**src/rtl/instruction_fetch_queue.sv**
```systemverilog
// ---------------------------------------------------------------------------
// instruction_fetch_queue
//
// Instruction Fetch stage prefetch queue. Generates word-aligned fetch
// addresses for a combinational instruction memory, captures the returned
// words together with their fetch address, and buffers them in a DEPTH-entry
// circular queue drained by decode through a valid/ready handshake.
// Branch redirects flush the queue and restart fetching at the target.
//
// Optional feature macro: FETCH_BRANCH_BYPASS_EN
//   defined   : the redirect target is presented to memory in the branch
//               cycle and its word is queued at that same edge (1-edge
//               redirect penalty).
//   undefined : imem_address is purely registered (2-edge redirect penalty).
//
// Ports:
//   clk              in   clock, all state updates on rising edge
//   rst_n            in   synchronous active-low reset
//   imem_address     out  byte address presented to instruction memory
//   imem_instruction in   memory read data for imem_address (same cycle)
//   branch_taken     in   redirect request from execute
//   branch_address   in   redirect target (bits [1:0] ignored)
//   out_valid        out  head entry valid
//   out_instruction  out  head instruction (0 when empty)
//   out_pc           out  head instruction byte address + 4 (0 when empty)
//   out_ready        in   decode accepts head this cycle
// ---------------------------------------------------------------------------
module instruction_fetch_queue #(
    parameter int unsigned                DEPTH       = 4,
    parameter int unsigned                WORD_LEN    = 32,
    parameter int unsigned                ADDRESS_LEN = 32,
    parameter logic [ADDRESS_LEN-1:0]     RESET_PC    = '0
) (
    input  logic                   clk,
    input  logic                   rst_n,
    output logic [ADDRESS_LEN-1:0] imem_address,
    input  logic [WORD_LEN-1:0]    imem_instruction,
    input  logic                   branch_taken,
    input  logic [ADDRESS_LEN-1:0] branch_address,
    output logic                   out_valid,
    output logic [WORD_LEN-1:0]    out_instruction,
    output logic [ADDRESS_LEN-1:0] out_pc,
    input  logic                   out_ready
);

    localparam int unsigned PTR_W = (DEPTH > 1) ? $clog2(DEPTH) : 1;
    localparam int unsigned CNT_W = PTR_W + 1;

    localparam logic [CNT_W-1:0]       DEPTH_CNT = CNT_W'(DEPTH);
    localparam logic [ADDRESS_LEN-1:0] WORD_STEP = ADDRESS_LEN'(4);
    localparam logic [ADDRESS_LEN-1:0] RESET_PC_ALIGNED =
        {RESET_PC[ADDRESS_LEN-1:2], 2'b00};

    // Queue storage (no reset needed: entries are only read when counted).
    logic [WORD_LEN-1:0]    instr_q [DEPTH];
    logic [ADDRESS_LEN-1:0] addr_q  [DEPTH];

    logic [ADDRESS_LEN-1:0] fetch_pc_q, fetch_pc_d;
    logic [PTR_W-1:0]       rd_ptr_q, rd_ptr_d;
    logic [PTR_W-1:0]       wr_ptr_q, wr_ptr_d;
    logic [CNT_W-1:0]       count_q, count_d;

    logic                   wr_en;
    logic [PTR_W-1:0]       wr_idx;
    logic [ADDRESS_LEN-1:0] wr_addr;

    logic                   empty;
    logic                   full;
    logic                   pop;
    logic                   push;
    logic [ADDRESS_LEN-1:0] branch_target;

    // Low address bits of the redirect target carry no information.
    logic unused_branch_low;
    assign unused_branch_low = ^branch_address[1:0];

    assign branch_target = {branch_address[ADDRESS_LEN-1:2], 2'b00};

    assign empty = (count_q == '0);
    assign full  = (count_q == DEPTH_CNT);
    assign pop   = !empty && out_ready;
    assign push  = !full || pop;

`ifdef FETCH_BRANCH_BYPASS_EN
    assign imem_address = branch_taken ? branch_target : fetch_pc_q;
`else
    assign imem_address = fetch_pc_q;
`endif

    assign out_valid       = !empty;
    assign out_instruction = empty ? '0 : instr_q[rd_ptr_q];
    assign out_pc          = empty ? '0 : (addr_q[rd_ptr_q] + WORD_STEP);

    always_comb begin
        fetch_pc_d = fetch_pc_q;
        rd_ptr_d   = rd_ptr_q;
        wr_ptr_d   = wr_ptr_q;
        count_d    = count_q;
        wr_en      = 1'b0;
        wr_idx     = wr_ptr_q;
        wr_addr    = fetch_pc_q;

        if (branch_taken) begin
            // Redirect flushes everything, including any pop this cycle.
            rd_ptr_d = '0;
`ifdef FETCH_BRANCH_BYPASS_EN
            // Target word is already on imem_instruction: seed entry 0.
            wr_en      = 1'b1;
            wr_idx     = '0;
            wr_addr    = branch_target;
            wr_ptr_d   = PTR_W'(1);
            count_d    = CNT_W'(1);
            fetch_pc_d = branch_target + WORD_STEP;
`else
            wr_ptr_d   = '0;
            count_d    = '0;
            fetch_pc_d = branch_target;
`endif
        end else begin
            if (pop) begin
                rd_ptr_d = rd_ptr_q + PTR_W'(1);
            end
            if (push) begin
                wr_en      = 1'b1;
                wr_ptr_d   = wr_ptr_q + PTR_W'(1);
                fetch_pc_d = fetch_pc_q + WORD_STEP;
            end
            if (push && !pop) begin
                count_d = count_q + CNT_W'(1);
            end else if (pop && !push) begin
                count_d = count_q - CNT_W'(1);
            end
        end
    end

    always_ff @(posedge clk) begin
        if (!rst_n) begin
            fetch_pc_q <= RESET_PC_ALIGNED;
            rd_ptr_q   <= '0;
            wr_ptr_q   <= '0;
            count_q    <= '0;
        end else begin
            fetch_pc_q <= fetch_pc_d;
            rd_ptr_q   <= rd_ptr_d;
            wr_ptr_q   <= wr_ptr_d;
            count_q    <= count_d;
        end
    end

    always_ff @(posedge clk) begin
        if (rst_n && wr_en) begin
            instr_q[wr_idx] <= imem_instruction;
            addr_q[wr_idx]  <= wr_addr;
        end
    end

endmodule

```
**config.mk**
```make
export PLATFORM = sky130hd
export DESIGN_NAME = instruction_fetch_queue
export DESIGN_NICKNAME = d
export VERILOG_FILES = /design/src/rtl/instruction_fetch_queue.sv
export SDC_FILE = /design/constraint.sdc
export NUM_CORES = 1
export LEC_CHECK = 0
export BUFFER_PORTS_ARGS = -buffer_cell sky130_fd_sc_hd__buf_2
export CORE_MARGIN = 1
export CORE_UTILIZATION = 60
export CTS_BUF_LIST = sky130_fd_sc_hd__clkbuf_4
export CTS_CLUSTER_DIAMETER = 120
export DETAILED_ROUTE_END_ITERATION = 8
export PLACE_DENSITY = 0.83
export REMOVE_ABC_BUFFERS = 1
export SYNTH_ARGS = -nofsm -noshare
export SYNTH_HDL_FRONTEND = slang
export SYNTH_SLANG_ARGS = --single-unit
```
**constraint.sdc**
```tcl
create_clock -name clk -period 3.8 [get_ports clk]
set_input_delay 0.38 -clock clk [delete_from_list [all_inputs] [get_ports clk]]
set_output_delay 0.38 -clock clk [all_outputs]
set_load 0.02 [all_outputs]
```
==> results of run 1 <==
[logic make-up (layout without fill, tap and decap cells)]
kind of cell | after synthesis | after routing | share of synthesized area
fa+ha+maj | 7 | 7 | 0.00788
simple gates | 198 | 199 | 0.0922
flops | 287 | 287 | 0.682
xor+xnor | 39 | 39 | 0.0283
mux | 65 | 65 | 0.122
buf+inv | 58 | 380 | 0.0250
compound gates | 86 | 86 | 0.0426
other cells | 1 | 5 | 0.000311
[sequential cells by signal (all words and copies together), names as in the netlist, named ones only]
name          flops
count_q           3
addr_q          120
imem_address     30
rd_ptr_q          2
wr_idx            2
instr_q         128
[cell usage after synthesis, types with 4 or more instances]
library cell	count	area, um^2
edfxtp_1	248	7450
mux4_2	50	1130
and2_1	45	282
dfxtp_1	39	781
xnor2_1	35	307
o21ai_0	33	165
a21oi_1	29	145
nor2_1	29	109
nand2_1	28	105
clkbuf_1	20	75.1
nor3_1	17	85.1
inv_1	16	60.1
nand3_1	16	80.1
mux4_1	12	315
or3_1	11	68.8
nand4_1	10	62.6
nor4_1	10	62.6
o211a_1	7	70.1
buf_4	6	45.0
ha_1	6	75.1
and3_1	5	31.3
buf_2	5	25.0
buf_6	5	56.3
o31ai_1	5	37.5
xor2_1	4	35.0
[layout make-up]
type                            instances  area, um^2
Antenna cell                            1        2.50
Clock inverter                         22         111
Clock buffer                          109         818
Inverter                               17        63.8
Multi-Input combinational cell        400        3570
Timing Repair Buffer                  232        1560
Sequential cell                       287        8230
Fill cell                            1191        4900
Tap cell                              265         332
[per-stage QoR]
step                worst slack [ns]  power, mW  instances   util
floorplan                      -1.70       3.98        703      -
global placement               0.661       4.19       1143  0.672
detailed placement             0.624       4.21       1143  0.672
CTS                           0.0408       6.80       1327  0.746
global route                 -0.0629       7.03       1333  0.750
finish                        0.0541       6.75       1333  0.750
[layer usage]
layer | global-route usage | wire length, um
met3 | 0.0480 | 1620
met5 | 0 | 0
met1 | 0.304 | 10000
met4 | 0.107 | 527
met2 | 0.437 | 13300
[where the power goes]
group | total (mW) | leakage, nW | switching, mW | internal, mW
Combinational | 0.616 | 2.14 | 0.358 | 0.258
Clock | 2.56 | 0.559 | 1.17 | 1.38
Sequential | 3.58 | 2.59 | 0.0710 | 3.51
Total | 6.75 | 5.30 | 1.60 | 5.15
[repair_timing]
action	CTS	global route
hold buffers	51	0
resized for setup	4	5
setup buffers	2	4
pin swaps	1	2
endpoints found under the hold margin	147	0
gates cloned	0	1
setup endpoints to repair	6	2
[worst max-delay path, stage by stage, from the launching register on]
cell and delay (ns):
dfxtp_4 0.39, buf_6 0.17, mux4_1 0.42, nand4_1 0.22, buf_4 0.20, or4_2 0.76, o31ai_1 0.33, buf_2 0.22
[path summary, 6_finish.rpt]
check | end | startpoint | cells after the start | slack, ns
worst max-delay path | out_pc[28] | flop | 7 | 0.05
worst min-delay path | imem_address[6]$_SDFFE_PN0P_ | branch_address[6] | 4 | 0.04
worst max register to register | imem_address[31]$_SDFFE_PN0P_ | imem_address[5]$_SDFFE_PN0P_ | 6 | 1.41
worst min register to register | flop | rd_ptr_q[0]$_SDFFE_PP0P_ | 2 | 0.55
==> metrics.md, run 1 <==
| Metric | Value |
|---|---|
| Clock latency on the worst-skew pair | 0.66 ns |
| Startpoint types | flop |
| CP arrival | 3.37 ns |
| Hpwl dp | 15300 um |
| Post-synthesis instance total | 741 |
| Detail Route Antenna Nets | 0 |
| Core area | 19600 um^2 |
| Endpoints failing setup | 0 |
| TritonCTS clock tree | done |
| Commonest non-fill, non-tap cell in the layout | edfxtp_1 |
| Final Routed Wirelength | 25500 um |
| Clock-pin slew on the worst setup and hold paths | 0.07 ns |
| Seq/Total Area, Yosys | 0.682 |
| Main flop type after synthesis | edfxtp_1 |
| DRT iter0 DRCs | 360 |
| CTS Buffer Depth | 3 |
| Drt drc | 0 |
| GRT Resource Usage Total | 0.250 |
| Fin. Hold Viols | 0 |
| # clock sinks | 287 |
| Worst hold slack | 0.0433 ns |
| Critical setup path kind | flop to primary output |
| CTS Root Cell | clkbuf_4 |
| Vias per inst | 5.66 |
| Least-Margin Pin Slew | 0.750 ns |
| Fmax | 267 MHz |
| Die height | 144 um |
| Grt ovf | 0 |
| First-pass GRT wire length | 38300 um |
| Die Area | 20700 um^2 |
| Outcome | finished, final reports clean |
| 1st-pass router iterations | 5 |
| Avg Cell Area, Syn | 16.3 um^2 |
| Slew Limit Fails | 0 |
| Vias in the first global route | 7454 |
| Skew final | 0.0443 ns |
| WL per Instance | 19.1 um |
| Post-synthesis async set-or-reset flop share | 0 |
| Critical Path Fanout Max | 11 |
| Number of enable flip-flop cells after synthesis | 248 |
| Initial antenna violation count | 1 |
| Row cnt | 51 |
| Share of layout cells above drive strength 1 | 0.344 |
| Hold WC Path Type | input pin to flop |
| Most frequent cells in the layout | edfxtp_1 (248), buf_2 (157), clkbuf_4 (109) |
| Leak | 5.30 nW |
| Vias | 7545 |
| Max-slew headroom | 0.496 |
| Setup crit end kind | primary output |
| Placement-stage cell area | 13200 um^2 |
| H-Tree Depth | 3 |
| I/O pins | 165 |
| Final Cycle Share | 0.986 |
| Yosys cell types | 56 |
| Largest net degree at the start of global routing | 52 |
| Die width | 144 um |
| Fin area | 14700 um^2 |
| YS warnings | 0 |
| Area growth from synthesis to layout | 21.8% |
| Layout Nets | 1086 |
| Mapped Area | 12100 um^2 |
| #FFs+latches synth | 287 |
| Initial core utilization | 0.616 |
| Max Cap Violations | 0 |
| Pwr/cell area | 459 nW/um^2 |
| Post-route minimum period | 3.75 ns |
| Setup TNS | 0 ns |
| Worst VDD drop | 243 uV |
| CTS Buf Count | 73 |
| IO Port Bufs | 158 |
| Final Wtd Congestion | 0.850 |
| Req. time, crit path | 3.42 ns |
Power figures use the tool's default switching activity.
==> run 2: changes to the inputs <==
CORE_MARGIN = 2   (was 1)
PLACE_DENSITY = 0.88   (was 0.83)
==> run 2 against run 1 <==
Against the previous run:
- utilization fell by 0.26 points
- critical path type unchanged
- hold slack better by 0.0055 ns
- clock skew fell by 0.018 ns
- non-clock buffer count is the same
- sequential share of layout area increased by 0.21 points
- largest cell class unchanged
- flip-flop and latch count unchanged
==> metrics.md, run 2 (synthesized netlist as in run 1, its figures left out) <==
| Metric | Value |
|---|---|
| RSZ-0062 raised after global routing | no |
| CTS Buf Count | 71 (was 73) |
| Grt ovf | 0 (unchanged) |
| Most frequent cells in the layout | edfxtp_1 (248), buf_2 (158), clkbuf_4 (103) (was edfxtp_1 (248), buf_2 (157), clkbuf_4 (109)) |
| Die Area | 21300 um^2 (was 20700 um^2) |
| Initial core utilization | 0.616 (unchanged) |
| Endpoints failing setup | 0 (unchanged) |
| Slowest stage cell, crit path | or4_4 (was or4_2) |
| # clock sinks | 287 (unchanged) |
| Vias | 7557 (was 7545) |
| Met1 Usage GRT | 0.320 (was 0.304) |
| Initial antenna violation count | 0 (was 1) |
| Share of layout cells above drive strength 1 | 0.343 (was 0.344) |
| Row cnt | 51 (unchanged) |
| H-Tree Depth | 3 (unchanged) |
| Final Routed Wirelength | 25800 um (was 25500 um) |
| Reg2reg start | imem_address[5]$_SDFFE_PN0P_ (unchanged) |
| Die height | 146 um (was 144 um) |
| Fmax | 271 MHz (was 267 MHz) |
| Clock latency on the worst-skew pair | 0.65 ns (was 0.66 ns) |
| Fin util | 0.747 (was 0.750) |
| Max reg flops | 128 (unchanged) |
| Final Cycle Share | 0.971 (was 0.986) |
| Critical R2R Capture | imem_address[29]$_SDFFE_PN0P_ (was imem_address[31]$_SDFFE_PN0P_) |
| TritonCTS clock tree | done (unchanged) |
| Drt drc | 0 (unchanged) |
| Final Wtd Congestion | 0.813 (was 0.850) |
| Core area | 19600 um^2 (unchanged) |
| Hold WC Path Type | input pin to flop (unchanged) |
| Post-route minimum period | 3.69 ns (was 3.75 ns) |
| GRT busiest layer | met2 (unchanged) |
| Hpwl dp | 16200 um (was 15300 um) |
| Clock-pin slew on the worst setup and hold paths | 0.06 ns (was 0.07 ns) |
| N_diodes | 0 (was 1) |
| Pwr/cell area | 458 nW/um^2 (was 459 nW/um^2) |
| Req. time, crit path | 3.42 ns (about the same) |
| Routing usage on met2 | 0.421 (was 0.437) |
| Slew Limit Fails | 0 (unchanged) |
| 1st-pass router iterations | 5 (unchanged) |
| Detail Route Antenna Nets | 0 (unchanged) |
| Vias in the first global route | 7687 (was 7454) |
| CTS Buffer Depth | 3 (unchanged) |
| Die width | 146 um (was 144 um) |
| Vias per inst | 5.72 (was 5.66) |
| GR Util met3 | 0.0558 (was 0.0480) |
| DRT iter0 DRCs | 516 (was 360) |
| Critical setup path kind | flop to primary output (unchanged) |
| Commonest non-fill, non-tap cell in the layout | edfxtp_1 (unchanged) |
| IO Port Bufs | 158 (unchanged) |
| Skew final | 0.0266 ns (was 0.0443 ns) |
| I/O pins | 165 (unchanged) |
| Worst hold endpoint | imem_address[4]$_SDFFE_PN0P_ (was imem_address[6]$_SDFFE_PN0P_) |
| Outcome | finished, final reports clean (unchanged) |
| Reg2reg path depth | 5 (was 6) |
| CP arrival | 3.31 ns (was 3.37 ns) |
| Critical Path Fanout Max | 11 (unchanged) |
| Max Cap Violations | 0 (unchanged) |
| Max-slew headroom | 0.501 (was 0.496) |
| Area growth from synthesis to layout | 21.3% (was 21.8%) |
| GRT Resource Usage Total | 0.248 (was 0.250) |
| WL per Instance | 19.5 um (was 19.1 um) |
| Fin. Hold Viols | 0 (unchanged) |
| First-pass GRT wire length | 40800 um (was 38300 um) |
| CP max stage delay | 0.63 ns (was 0.76 ns) |
| Worst reg2reg setup slack | 1.44 ns (was 1.41 ns) |
| Largest Register | instr_q (unchanged) |
| Hold Path Depth | 4 (unchanged) |
| CTS Root Cell | clkbuf_4 (unchanged) |
| Largest net degree at the start of global routing | 42 (was 52) |
| Critical path, cell by cell | buf_12, mux4_2, nand4_2, or4_4, or4_1, a21oi_1, buf_2 (was buf_6, mux4_1, nand4_1, buf_4, or4_2, o31ai_1, buf_2) |
| Startpoint types | flop (unchanged) |
| Layout Nets | 1083 (was 1086) |
| Setup TNS | 0 ns (unchanged) |
| Hold path startpoint | branch_address[4] (was branch_address[6]) |
| Least-Margin Pin Slew | 0.749 ns (was 0.750 ns) |
| Worst VDD drop | 318 uV (was 243 uV) |
| Setup crit end kind | primary output (unchanged) |
| Leak | 5.26 nW (was 5.30 nW) |
run 2: changes by cell type in the layout (fill, tap and decap cells not counted), sizes merged:
cell	previous run	this run
clkbuf	109	103
clkinv	20	16
or4	6	5
buf	181	178
dlygate4sd3	51	54
inv	18	17
diode	1	0
bufinv	1	2
run 2: where the power goes:
group          total (mW)  internal [mW]  switching (mW)
Sequential           3.58           3.51          0.0726
Combinational       0.621          0.259           0.362
Clock                2.51           1.38            1.13
Total                6.71           5.14            1.57
run 2: layout make-up:
| cell class | count | area, um^2 |
|---|---|---|
| clock inverter | 18 | 124 |
| timing repair buffer | 232 | 1560 |
| inverter | 17 | 63.8 |
| sequential | 287 | 8240 |
| tap | 265 | 332 |
| clock buffer | 103 | 773 |
| multi-input combinational | 399 | 3560 |
| fill | 1178 | 4950 |
run 2: timing repair:
| action | 4_1_cts | 5_1_grt |
|---|---|---|
| buffers inserted | 5 | 0 |
| resized for setup | 4 | 12 |
| hold endpoints to repair | 150 | 0 |
| pin swaps | 1 | 0 |
| setup endpoints to repair | 11 | 11 |
| hold buffers | 54 | 0 |
run 2: worst max-delay path by stage:
stage / from / end / slack (ns)
3_5_place_dp: flop / out_pc[30] / 0.47
5_1_grt: flop / out_pc[25] / 0.006
2_1_floorplan: flop / out_pc[30] / -1.70
6_report: flop / out_pc[30] / 0.11
4_1_cts: flop / out_pc[30] / 0.001
3_3_place_gp: flop / out_pc[30] / 0.51
run 2: through the flow:
stage	total power, mW	cells	hold WS (ns)	area (um^2)	setup WS, ns
detailed placement	4.21	1141	0.512	13100	0.470
CTS	6.77	1321	0.00502	14600	0.00132
finish	6.71	1321	0.0489	14600	0.110
global placement	4.19	1141	0.499	13100	0.507
global route	6.99	1321	0.0409	14600	0.00551
floorplan	3.98	703	0.479	11800	-1.70
run 2: metal layers:
metal,wire length (um),vias up
li1,-,3481
met5,0,-
met3,2030,53
met2,13100,334
met1,10100,3689
met4,496,0
run 2: worst max-delay path, delay by kind of cell (launching register included):
kind                   cells  cell delay (ns)
buffers and inverters      2             0.35
muxes                      1             0.40
DFF                        1             0.42
and+or+nand+nor            3             1.34
AOI/OAI and AO/OA          1             0.15
==> run 3: changes to the inputs <==
CAP_MARGIN = 30   (was default)
CORE_MARGIN = default   (was 2)
==> run 3 against run 2 <==
Against the previous run:
- clock power shrank 5%
- fmax up 0.23%
- utilization is 0.20 points higher
- design area is 0.26% higher
- hold slack improved by 0.0074 ns
- sequential share of layout area shrank 0.15 points
- die area shrank 2.7%
- clock skew shrank 0.0080 ns
- highest routed layer unchanged
==> metrics.md, run 3 (synthesized netlist as in run 1, its figures left out) <==
| Metric | Value |
|---|---|
| Critical path, cell by cell | buf_6, mux4_2, nand4_4, or4_4, or4_1, a21oi_1, buf_2 (was buf_12, mux4_2, nand4_2, or4_4, or4_1, a21oi_1, buf_2) |
| I/O pins | 165 (unchanged) |
| Area growth from synthesis to layout | 21.7% (was 21.3%) |
| Worst VDD drop | 279 uV (was 318 uV) |
| Sequential share of power | 0.544 (was 0.534) |
| Die height | 144 um (was 146 um) |
| Clock latency on the worst-skew pair | 0.65 ns (about the same) |
| Skew final | 0.0186 ns (was 0.0266 ns) |
| CP Buf/Inv Count | 2 (unchanged) |
| Drt drc | 0 (unchanged) |
| P_sw | 1.56 mW (was 1.57 mW) |
| CTS Buf Count | 69 (was 71) |
| WL per Instance | 19.2 um (was 19.5 um) |
| Slowest stage cell, crit path | or4_4 (unchanged) |
| Least-Margin Pin Slew | 0.828 ns (was 0.749 ns) |
| Detail Route Antenna Nets | 0 (unchanged) |
| Setup crit end kind | primary output (unchanged) |
| Largest net degree at the start of global routing | 42 (unchanged) |
| CP arrival | 3.30 ns (was 3.31 ns) |
| Vias | 7532 (was 7557) |
| 1st-pass router iterations | 5 (unchanged) |
| Vias in the first global route | 7500 (was 7687) |
| Die Area | 20700 um^2 (was 21300 um^2) |
| Cell family with the largest share of critical-path delay | simple AND/OR/NAND/NOR gates (unchanged) |
| Clock-pin slew on the worst setup and hold paths | 0.07 ns (was 0.06 ns) |
| Hpwl dp | 15900 um (was 16200 um) |
| FILL cells | 1160 (was 1178) |
| Largest Register | instr_q (unchanged) |
| Placed cell count | 1146 (was 1141) |
| Max Cap Violations | 0 (unchanged) |
| Startpoint types | flop (unchanged) |
| CP max stage delay | 0.62 ns (was 0.63 ns) |
| Endpoints failing setup | 0 (unchanged) |
| Core area | 19600 um^2 (unchanged) |
| Leak | 5.29 nW (was 5.26 nW) |
| Clk network pwr share | 0.361 (was 0.374) |
| Commonest non-fill, non-tap cell in the layout | edfxtp_1 (unchanged) |
| Placement-stage cell area | 13200 um^2 (was 13100 um^2) |
| Setup TNS | 0 ns (unchanged) |
| Die width | 144 um (was 146 um) |
| Outcome | finished, final reports clean (unchanged) |
| Hold WC Path Type | input pin to flop (unchanged) |
| First-pass GRT wire length | 38800 um (was 40800 um) |
| Vias per inst | 5.65 (was 5.72) |
| Max-slew headroom | 0.447 (was 0.501) |
| Pwr/cell area | 448 nW/um^2 (was 458 nW/um^2) |
| Fin area | 14700 um^2 (was 14600 um^2) |
| DRT iter0 DRCs | 462 (was 516) |
| Final Routed Wirelength | 25600 um (was 25800 um) |
| TritonCTS clock tree | done (unchanged) |
| Int Pwr | 5.01 mW (was 5.14 mW) |
| Most frequent cells in the layout | edfxtp_1 (248), buf_2 (159), clkbuf_4 (97) (was edfxtp_1 (248), buf_2 (158), clkbuf_4 (103)) |
| Share of layout cells above drive strength 1 | 0.343 (about the same) |
| Post-route minimum period | 3.68 ns (was 3.69 ns) |
| Final Cycle Share | 0.969 (was 0.971) |
| Fin. Hold Viols | 0 (unchanged) |
| Critical Path Fanout Max | 10 (was 11) |
| Final Wtd Congestion | 0.863 (was 0.813) |
| Req. time, crit path | 3.42 ns (about the same) |
| CTS Root Cell | clkbuf_4 (unchanged) |
| Switching share of power | 0.238 (was 0.233) |
| Row cnt | 51 (unchanged) |
| Gate power share | 0.094 (was 0.093) |
| # clock sinks | 287 (unchanged) |
| CTS Buffer Depth | 3 (unchanged) |
| Worst reg2reg setup slack | 1.23 ns (was 1.44 ns) |
| Layout Nets | 1096 (was 1083) |
| Max reg flops | 128 (unchanged) |
| Grt ovf | 0 (unchanged) |
| Fmax | 272 MHz (was 271 MHz) |
| GRT Resource Usage Total | 0.253 (was 0.248) |
| Initial antenna violation count | 1 (was 0) |
| Slew Limit Fails | 0 (unchanged) |
| Final Non-Filler Cells | 1334 (was 1321) |
| Initial core utilization | 0.616 (unchanged) |
| Critical setup path kind | flop to primary output (unchanged) |
| H-Tree Depth | 3 (unchanged) |
| IO Port Bufs | 158 (unchanged) |
| Fin util | 0.749 (was 0.747) |
==> run 3: timing repair <==
item	4_1_cts	5_1_grt
setup endpoints to repair	11	4
resized for setup	7	8
hold buffers	56	0
buffers inserted	3	9
pin swaps	1	3
endpoints found under the hold margin	152	0
gates cloned	0	1
==> run 3: stage by stage <==
stage | hold slack, ns | setup WS [ns] | power, mW
5_1_grt | 0.0359 | -0.0179 | 6.84
4_1_cts | 0.00177 | 0.0430 | 6.61
6_report | 0.0563 | 0.118 | 6.57
2_1_floorplan | 0.479 | -1.70 | 3.98
3_5_place_dp | 0.517 | 0.512 | 4.21
3_3_place_gp | 0.500 | 0.532 | 4.18
==> run 3: worst reg2reg max path, stage by stage, from the launching register on <==
cell and delay (ns):
dfxtp_1 0.39, nor4b_2 0.76, buf_4 0.31, or3_1 0.35
nor2_1 0.19, a31o_2 0.28, a31oi_1 0.21
==> run 3: power by group through the flow <==
stage	sequential, mW	clock, mW	combinational, mW
final	3.58	2.38	0.620
after global routing	3.59	2.59	0.670
after CTS	3.58	2.42	0.612
after detailed placement	3.65	0	0.560
after global placement	3.64	0	0.548
after floorplan	3.66	0	0.315
==> run 3: worst paths after layout <==
path,depth (start not counted),endpoint,from
worst min register to register,2,rd_ptr_q[1]$_SDFFE_PP0P_,rd_ptr_q[1]$_SDFFE_PP0P_
worst max register to register,6,imem_address[30]$_SDFFE_PN0P_,count_q[0]$_SDFFE_PP0P_
worst max-delay path,7,out_pc[30],flop
worst min-delay path,4,imem_address[2]$_SDFFE_PN0P_,branch_address[2]
==> run 3: area by class of cell <==
class | instances | area (um^2) | share of cell area
multi-input combinational | 400 | 3580 | 0.244
inverter | 17 | 63.8 | 0.00435
tap | 265 | 332 | 0.0226
sequential | 287 | 8240 | 0.561
clock buffer | 97 | 728 | 0.0496
clock inverter | 21 | 106 | 0.00724
antenna | 1 | 2.50 | 0.000170
timing repair buffer | 246 | 1630 | 0.111
==> run 3: per-layer routing <==
metal | track usage | share of wire | up-vias
li1 | - | - | 3501
met1 | 0.317 | 0.40 | 3662
met2 | 0.428 | 0.51 | 336
met3 | 0.0650 | 0.075 | 33
met4 | 0.0868 | 0.016 | 0
met5 | 0 | 0 | -
